## src/rtl/game_pkg.sv

```systemverilog
// Shared game definitions: main FSM state encoding and the setup register map
// exposed by the main FSM's Wishbone slave.
package game_pkg;

   typedef enum logic [2:0] {
      MENU      = 3'd0,
      PLAY      = 3'd1,
      PAUSE     = 3'd2,
      WIN       = 3'd3,
      LOSE      = 3'd4,
      GAME_OVER = 3'd5
   } fsm_state_t;

   localparam int NUMBER_OF_REGISTERS = 9;
   localparam int IDX_W               = 4;
   localparam int IDX_GAMES_WON       = 7;
   localparam int IDX_LAST            = NUMBER_OF_REGISTERS - 1;

   localparam logic [7:0] ADDR_ROW_COLUMN = 8'h00;
   localparam logic [7:0] ADDR_MINE_NUM   = 8'h02;
   localparam logic [7:0] ADDR_TIMER      = 8'h04;
   localparam logic [7:0] ADDR_FIELD_SIZE = 8'h08;
   localparam logic [7:0] ADDR_BOARD_SIZE = 8'h0A;
   localparam logic [7:0] ADDR_BOARD_XPOS = 8'h0C;
   localparam logic [7:0] ADDR_BOARD_YPOS = 8'h0E;
   localparam logic [7:0] ADDR_GAMES_WON  = 8'h10;
   localparam logic [7:0] ADDR_GAMES_LOST = 8'h12;

   localparam logic [7:0] REG_ADDR [NUMBER_OF_REGISTERS] = '{
      ADDR_ROW_COLUMN, ADDR_MINE_NUM, ADDR_TIMER, ADDR_FIELD_SIZE, ADDR_BOARD_SIZE,
      ADDR_BOARD_XPOS, ADDR_BOARD_YPOS, ADDR_GAMES_WON, ADDR_GAMES_LOST
   };

   typedef enum logic [1:0] {
      RD_IDLE,
      RD_REQ,
      RD_CAPTURE,
      RD_DONE
   } rd_state_t;

endpackage

```

## src/rtl/wishbone_if.sv

```systemverilog
// Minimal pipelined Wishbone read bundle between the settings reader and the game FSM slave.
interface wishbone_if #(
   parameter int ADDR_W = 8,
   parameter int DATA_W = 16
);
   logic              stb_o;
   logic              we_o;
   logic [ADDR_W-1:0] adr_o;
   logic [DATA_W-1:0] dat_i;
   logic              ack_i;
   logic              stall_i;

   modport master (output stb_o, we_o, adr_o, input dat_i, ack_i, stall_i);
   modport slave  (input stb_o, we_o, adr_o, output dat_i, ack_i, stall_i);
endinterface

```

## src/rtl/game_settings_reader.sv

```systemverilog
// Reads the game setup registers over Wishbone on MENU->PLAY and refreshes the
// won/lost counters on entry to GAME_OVER, latching them into parallel outputs.
module game_settings_reader
   import game_pkg::*;
#(
   parameter int TIMEOUT_CYCLES = 64,
   parameter int ADDR_W         = 8,
   parameter int DATA_W         = 16
) (
   input  logic              clk,
   input  logic              rst,
   input  fsm_state_t        state_in,
   wishbone_if.master        game_settings,
   output logic [DATA_W-1:0] row_column_number,
   output logic [DATA_W-1:0] mine_num,
   output logic [DATA_W-1:0] timer_seconds,
   output logic [DATA_W-1:0] field_size,
   output logic [DATA_W-1:0] board_size,
   output logic [DATA_W-1:0] board_xpos,
   output logic [DATA_W-1:0] board_ypos,
   output logic [DATA_W-1:0] games_won,
   output logic [DATA_W-1:0] games_lost,
   output logic              settings_valid,
   output logic              stats_valid,
   output logic              bus_error
);

   localparam int CNT_W = $clog2(TIMEOUT_CYCLES + 1);

   rd_state_t         st_q, st_d;
   fsm_state_t        prev_q;
   logic [IDX_W-1:0]  idx_q, idx_d;
   logic [CNT_W-1:0]  cnt_q, cnt_d;
   logic              full_q, full_d;
   logic              stb_q, stb_d;
   logic [ADDR_W-1:0] adr_q, adr_d;
   logic [DATA_W-1:0] regs_q [NUMBER_OF_REGISTERS];
   logic [DATA_W-1:0] regs_d [NUMBER_OF_REGISTERS];
   logic              sv_q, sv_d;
   logic              stv_q, stv_d;
   logic              berr_q, berr_d;

   logic start_full, start_stats, abort;

   assign start_full  = (prev_q == MENU) && (state_in == PLAY);
   assign start_stats = (state_in == GAME_OVER) && (prev_q != GAME_OVER);
   assign abort       = (state_in == MENU);

   always_comb begin
      st_d   = st_q;
      idx_d  = idx_q;
      cnt_d  = cnt_q;
      full_d = full_q;
      stb_d  = stb_q;
      adr_d  = adr_q;
      regs_d = regs_q;
      sv_d   = sv_q;
      stv_d  = 1'b0;
      berr_d = berr_q;
      case (st_q)
         RD_IDLE: begin
            if (start_full) begin
               sv_d   = 1'b0;
               full_d = 1'b1;
               idx_d  = '0;
               cnt_d  = '0;
               stb_d  = 1'b1;
               adr_d  = ADDR_W'(REG_ADDR[0]);
               st_d   = RD_REQ;
            end else if (start_stats) begin
               full_d = 1'b0;
               idx_d  = IDX_W'(IDX_GAMES_WON);
               cnt_d  = '0;
               stb_d  = 1'b1;
               adr_d  = ADDR_W'(REG_ADDR[IDX_GAMES_WON]);
               st_d   = RD_REQ;
            end
         end
         RD_REQ: begin
            if (abort) begin
               stb_d = 1'b0;
               st_d  = RD_IDLE;
            end else if (game_settings.ack_i) begin
               stb_d = 1'b0;
               st_d  = RD_CAPTURE;
            end else if (cnt_q == CNT_W'(TIMEOUT_CYCLES - 1)) begin
               stb_d  = 1'b0;
               berr_d = 1'b1;
               st_d   = RD_IDLE;
            end else begin
               cnt_d = cnt_q + 1'b1;
            end
         end
         RD_CAPTURE: begin
            // Slave data is registered: it lands one cycle after the ack.
            if (abort) begin
               st_d = RD_IDLE;
            end else begin
               regs_d[idx_q] = game_settings.dat_i;
               cnt_d         = '0;
               if (idx_q == IDX_W'(IDX_LAST)) begin
                  st_d = RD_DONE;
                  if (full_q) begin
                     sv_d   = 1'b1;
                     berr_d = 1'b0;
                  end else begin
                     stv_d = 1'b1;
                  end
               end else begin
                  idx_d = idx_q + 1'b1;
                  stb_d = 1'b1;
                  adr_d = ADDR_W'(REG_ADDR[idx_q + 1'b1]);
                  st_d  = RD_REQ;
               end
            end
         end
         RD_DONE: st_d = RD_IDLE;
         default: st_d = RD_IDLE;
      endcase
   end

   always_ff @(posedge clk) begin
      if (rst) begin
         st_q   <= RD_IDLE;
         prev_q <= MENU;
         idx_q  <= '0;
         cnt_q  <= '0;
         full_q <= 1'b0;
         stb_q  <= 1'b0;
         adr_q  <= '0;
         sv_q   <= 1'b0;
         stv_q  <= 1'b0;
         berr_q <= 1'b0;
         for (int i = 0; i < NUMBER_OF_REGISTERS; i++) regs_q[i] <= '0;
      end else begin
         st_q   <= st_d;
         prev_q <= state_in;
         idx_q  <= idx_d;
         cnt_q  <= cnt_d;
         full_q <= full_d;
         stb_q  <= stb_d;
         adr_q  <= adr_d;
         sv_q   <= sv_d;
         stv_q  <= stv_d;
         berr_q <= berr_d;
         regs_q <= regs_d;
      end
   end

   assign game_settings.stb_o = stb_q;
   assign game_settings.we_o  = 1'b0;
   assign game_settings.adr_o = adr_q;

   assign row_column_number = regs_q[0];
   assign mine_num          = regs_q[1];
   assign timer_seconds     = regs_q[2];
   assign field_size        = regs_q[3];
   assign board_size        = regs_q[4];
   assign board_xpos        = regs_q[5];
   assign board_ypos        = regs_q[6];
   assign games_won         = regs_q[7];
   assign games_lost        = regs_q[8];
   assign settings_valid    = sv_q;
   assign stats_valid       = stv_q;
   assign bus_error         = berr_q;

endmodule
```

## src/flat_wrapper.sv

```systemverilog
// flat-port wrapper written by rule: the top's interface ports become plain ports
module game_settings_reader_flat import game_pkg::*;
#(
   parameter int TIMEOUT_CYCLES = 64,
   parameter int ADDR_W         = 8,
   parameter int DATA_W         = 16
)
  (clk, rst, state_in, row_column_number, mine_num, timer_seconds, field_size, board_size, board_xpos, board_ypos, games_won, games_lost, settings_valid, stats_valid, bus_error, game_settings_stb_o, game_settings_we_o, game_settings_adr_o, game_settings_dat_i, game_settings_ack_i, game_settings_stall_i);
  wishbone_if #(.ADDR_W(ADDR_W), .DATA_W(DATA_W)) game_settings_i ();
  input  logic clk;
  input  logic rst;
  input  fsm_state_t state_in;
  output logic [DATA_W-1:0] row_column_number;
  output logic [DATA_W-1:0] mine_num;
  output logic [DATA_W-1:0] timer_seconds;
  output logic [DATA_W-1:0] field_size;
  output logic [DATA_W-1:0] board_size;
  output logic [DATA_W-1:0] board_xpos;
  output logic [DATA_W-1:0] board_ypos;
  output logic [DATA_W-1:0] games_won;
  output logic [DATA_W-1:0] games_lost;
  output logic settings_valid;
  output logic stats_valid;
  output logic bus_error;
  output wire logic [$bits(game_settings_i.stb_o)-1:0] game_settings_stb_o;
  output wire logic [$bits(game_settings_i.we_o)-1:0] game_settings_we_o;
  output wire logic [$bits(game_settings_i.adr_o)-1:0] game_settings_adr_o;
  input wire logic [$bits(game_settings_i.dat_i)-1:0] game_settings_dat_i;
  input wire logic [$bits(game_settings_i.ack_i)-1:0] game_settings_ack_i;
  input wire logic [$bits(game_settings_i.stall_i)-1:0] game_settings_stall_i;
  assign game_settings_stb_o = game_settings_i.stb_o;
  assign game_settings_we_o = game_settings_i.we_o;
  assign game_settings_adr_o = game_settings_i.adr_o;
  assign game_settings_i.dat_i = game_settings_dat_i;
  assign game_settings_i.ack_i = game_settings_ack_i;
  assign game_settings_i.stall_i = game_settings_stall_i;
  game_settings_reader #(.TIMEOUT_CYCLES(TIMEOUT_CYCLES), .ADDR_W(ADDR_W), .DATA_W(DATA_W)) u_core (.clk(clk), .rst(rst), .state_in(state_in), .game_settings(game_settings_i), .row_column_number(row_column_number), .mine_num(mine_num), .timer_seconds(timer_seconds), .field_size(field_size), .board_size(board_size), .board_xpos(board_xpos), .board_ypos(board_ypos), .games_won(games_won), .games_lost(games_lost), .settings_valid(settings_valid), .stats_valid(stats_valid), .bus_error(bus_error));
endmodule
```

## config.mk

```make
export PLATFORM = sky130hd
export DESIGN_NAME = game_settings_reader_flat
export DESIGN_NICKNAME = d
export VERILOG_FILES = /design/src/rtl/game_pkg.sv /design/src/rtl/wishbone_if.sv /design/src/rtl/game_settings_reader.sv /design/src/flat_wrapper.sv
export SDC_FILE = /design/constraint.sdc
export NUM_CORES = 1
export LEC_CHECK = 0
export CORE_ASPECT_RATIO = 0.75
export CORE_MARGIN = 2
export CORE_UTILIZATION = 48
export DETAILED_ROUTE_END_ITERATION = 12
export PLACE_DENSITY = 0.8
export REMOVE_ABC_BUFFERS = 1
export SYNTH_ARGS = -nofsm -noshare
export SYNTH_HDL_FRONTEND = slang
export SYNTH_SLANG_ARGS = --single-unit
```

## constraint.sdc

```tcl
create_clock -name clk -period 2.62 [get_ports clk]
set_clock_uncertainty 0.1 [all_clocks]
set_input_delay 0.393 -clock clk [delete_from_list [all_inputs] [get_ports clk]]
set_output_delay 0.393 -clock clk [all_outputs]
set_load 0.05 [all_outputs]
```

==> out/qor.yml <==
fin_cells: 1153
cts_buffers: 17
final_util_pct: 67.2
syn-cell-area_um2: 6590
multiInputGateArea_um2: 2840
yosysUniqueCellTypes: 48
fill_cells: 1093
synthArstFlopShare_pct: 0
ys.warnings.count: 0
syn_inst: 817
end_kind: "flop"
arrival_ns: 2.61
r2r-start: "u_core.idx_q[3]"
finalWorstSetupSlack_ns: 0.223
grt_pass1_wl_um: 31100
ys.flop_type: "dfxtp_1"
clock_tree.buffer_depth: 2
syn_avg_cell_area_um2: 8.07
io_buffer_count: 173
drc: 0
start_util_pct: 48.6
antenna_found_initial: 0
start_kind: "primary input"
worstMarginPinSlew_ns: 1.02
min_from: "u_core.board_ypos[15]"
power.total_w: 0.00566
fin_crit_sh_pct: 91.5
io_pins: 180
drt_iter0_markers: 562
rows: 37
ant_nets: 0
synth_seq_cells: 169
place.gp.congestion: 0.848
timing.critical_path.from: "state_in[0]"
htree_levels: 4
maxCapViolations: 0
min_period_ns: 2.40
grt_setup_unrepaired: "false"
grt_start_max_net_pins: 85
cts-root-buf: "clkbuf_16"
vias: 6394
post-cts-setup-buffers: 0
irDropWorstVdd_mv: 0.537
cts_tree: "yes"
critical_path_peak_fanout: 17
gr-usage-all-layers_pct: 27.2
grt_overflow: 0
clkTransAtPathRegs_ns: 0.06
seqCellArea_um2: 3380
ys_seq_area_share_pct: 51.3
die_y_um: 106
cts_resized: 0
grt_pass1_vias: 5765
routed_wl_um: 20200
cts_hold_buf: 0
synth_edf_count: 0
die_area_um2: 14700
die_x_um: 139
slew_viol_final: 0
place_ws_ns: -0.194
hold_path_class: "flop to flop"
setup_viol: 0
dp.cells: 1121
drive_gt1_share_pct: 7.87
fin_nets: 995
slew_headroom_pct: 31.5
hold_viol_final: 0
dp_hpwl_um: 13100
routedWlPerCell_um: 17.5
fmax_mhz: 417
required_ns: 2.84
viasPerCell: 5.55
worstSkewPairLatency_ns: 0.43
status: "complete, no violations"
cts_sinks: 169
drt_first_pass_iters: 5
power.static_leakage_nw: 2.99
synthToLayoutAreaGrowth_pct: 38.2
antenna_cells: 0
power_density_nw_per_um2: 621
design.core.area_um2: 13600
worstSetupPathType: "primary input to flop"
==> per-stage QoR <==
| step | instance area (um^2) | hold slack (ns) | TNS [ns] |
|---|---|---|---|
| 4_1_cts | 9110 | 0.355 | 0 |
| 6_report | 9110 | 0.352 | 0 |
| 5_1_grt | 9110 | 0.372 | 0 |
| 3_3_place_gp | 8510 | 0.340 | -4.79 |
| 2_1_floorplan | 6240 | 0.326 | -102.19 |
| 3_5_place_dp | 8510 | 0.346 | -5.59 |
==> cells in the final DEF (no fill, tap or decap), types with 5 or more instances in the layout <==
master / count
a211oi_1: 5
a21oi_1: 152
a31oi_1: 5
buf_12: 5
buf_4: 31
clkbuf_16: 17
clkdlybuf4s50_1: 172
clkinvlp_4: 5
conb_1: 5
dfxtp_1: 169
ha_1: 7
inv_1: 5
nand2_1: 178
nand2b_1: 10
nand3_1: 132
nor2_1: 10
nor2b_1: 5
nor3_1: 8
o21ai_0: 5
==> flip-flops by register name (all words and copies together) (netlist names) <==
signal and flops:
u_core.stats_valid 1, u_core.mine_num 16, u_core.cnt_q 7, u_core.full_q 1
u_core.board_xpos 16, u_core.timer_seconds 16, u_core.field_size 16, u_core.bus_error 1
u_core.row_column_number 16, u_core.prev_q 3, u_core.games_won 16, u_core.idx_q 4
u_core.games_lost 16, u_core.board_ypos 16, u_core.board_size 16, u_core.game_settings.stb_o 1
u_core.game_settings.adr_o 4, u_core.st_q 2, u_core.settings_valid 1
==> cell usage after synthesis, drive strengths merged (2+ instances only) <==
master	count	share of area, %
nand2	178	10
dfxtp	169	51
a21oi	152	12
nand3	133	10
clkbuf	59	3.4
buf	24	2.2
nor2	11	0.66
nand2b	10	0.95
nor3	9	0.85
ha	7	1.3
a211oi	5	0.57
a31oi	5	0.47
inv	5	0.28
nor2b	5	0.47
o21ai	5	0.38
a311oi	3	0.40
mux2i	3	0.46
nor4	3	0.74
or3	3	0.36
a21o	2	0.23
mux2	2	0.34
nor3b	2	0.23
o2111ai	2	0.27
o211ai	2	0.23
or4	2	0.23
==> critical path: stages <==
cell and delay (ns):
clkdlybuf4s50_1 0.53, nor3_4 0.07, nor4_4 0.84, nand2_1 0.38
buf_12 0.24, nand2_1 0.08, a21oi_1 0.07
==> worst paths after layout <==
check | endpoint | slack [ns] | cells past startpoint
hold / removal | u_core.board_ypos[15] | 0.35 | 2
hold reg to reg | u_core.board_ypos[15] | 0.35 | 2
setup / recovery | u_core.board_xpos[4] | 0.22 | 7
setup reg to reg | u_core.board_xpos[4] | 0.29 | 5
==> power by group <==
group / internal, W / switching, W / total, W
combinational: 0.000138 / 0.000334 / 0.000472
sequential: 0.00259 / 0.0000185 / 0.00261
clock: 0.00150 / 0.00107 / 0.00257
total: 0.00423 / 0.00142 / 0.00566
==> per-layer routing <==
layer | global-route usage [%] | part of all wire [%] | up-vias
met5 | 0 | 0 | -
met4 | 8.51 | 1.9 | 0
met3 | 9.63 | 11 | 32
met2 | 41.1 | 45 | 290
met1 | 36.5 | 42 | 3000
li1 | - | - | 3072
==> logic make-up after synthesis <==
| logic type | count (synthesis) | share of synthesized area (%) |
|---|---|---|
| AND/OR/NAND/NOR | 362 | 25.4 |
| adder cells (fa/ha/maj) | 7 | 1.33 |
| other | 1 | 0.0569 |
| flip-flops | 169 | 51.3 |
| buffers and inverters | 88 | 5.88 |
| multiplexers | 5 | 0.797 |
| XOR/XNOR | 2 | 0.266 |
| AO/OA/AOI/OAI | 183 | 14.9 |
==> cell type report <==
cell class	count	area share [%]
multi-input cells	564	31.1
inverters	5	0.206
clock inverters	14	1.88
repair buffers	208	22.5
clock buffers	18	4.71
well taps	175	2.40
flip-flops and latches	169	37.1
Note: power is estimated with default switching activity, not from simulation.
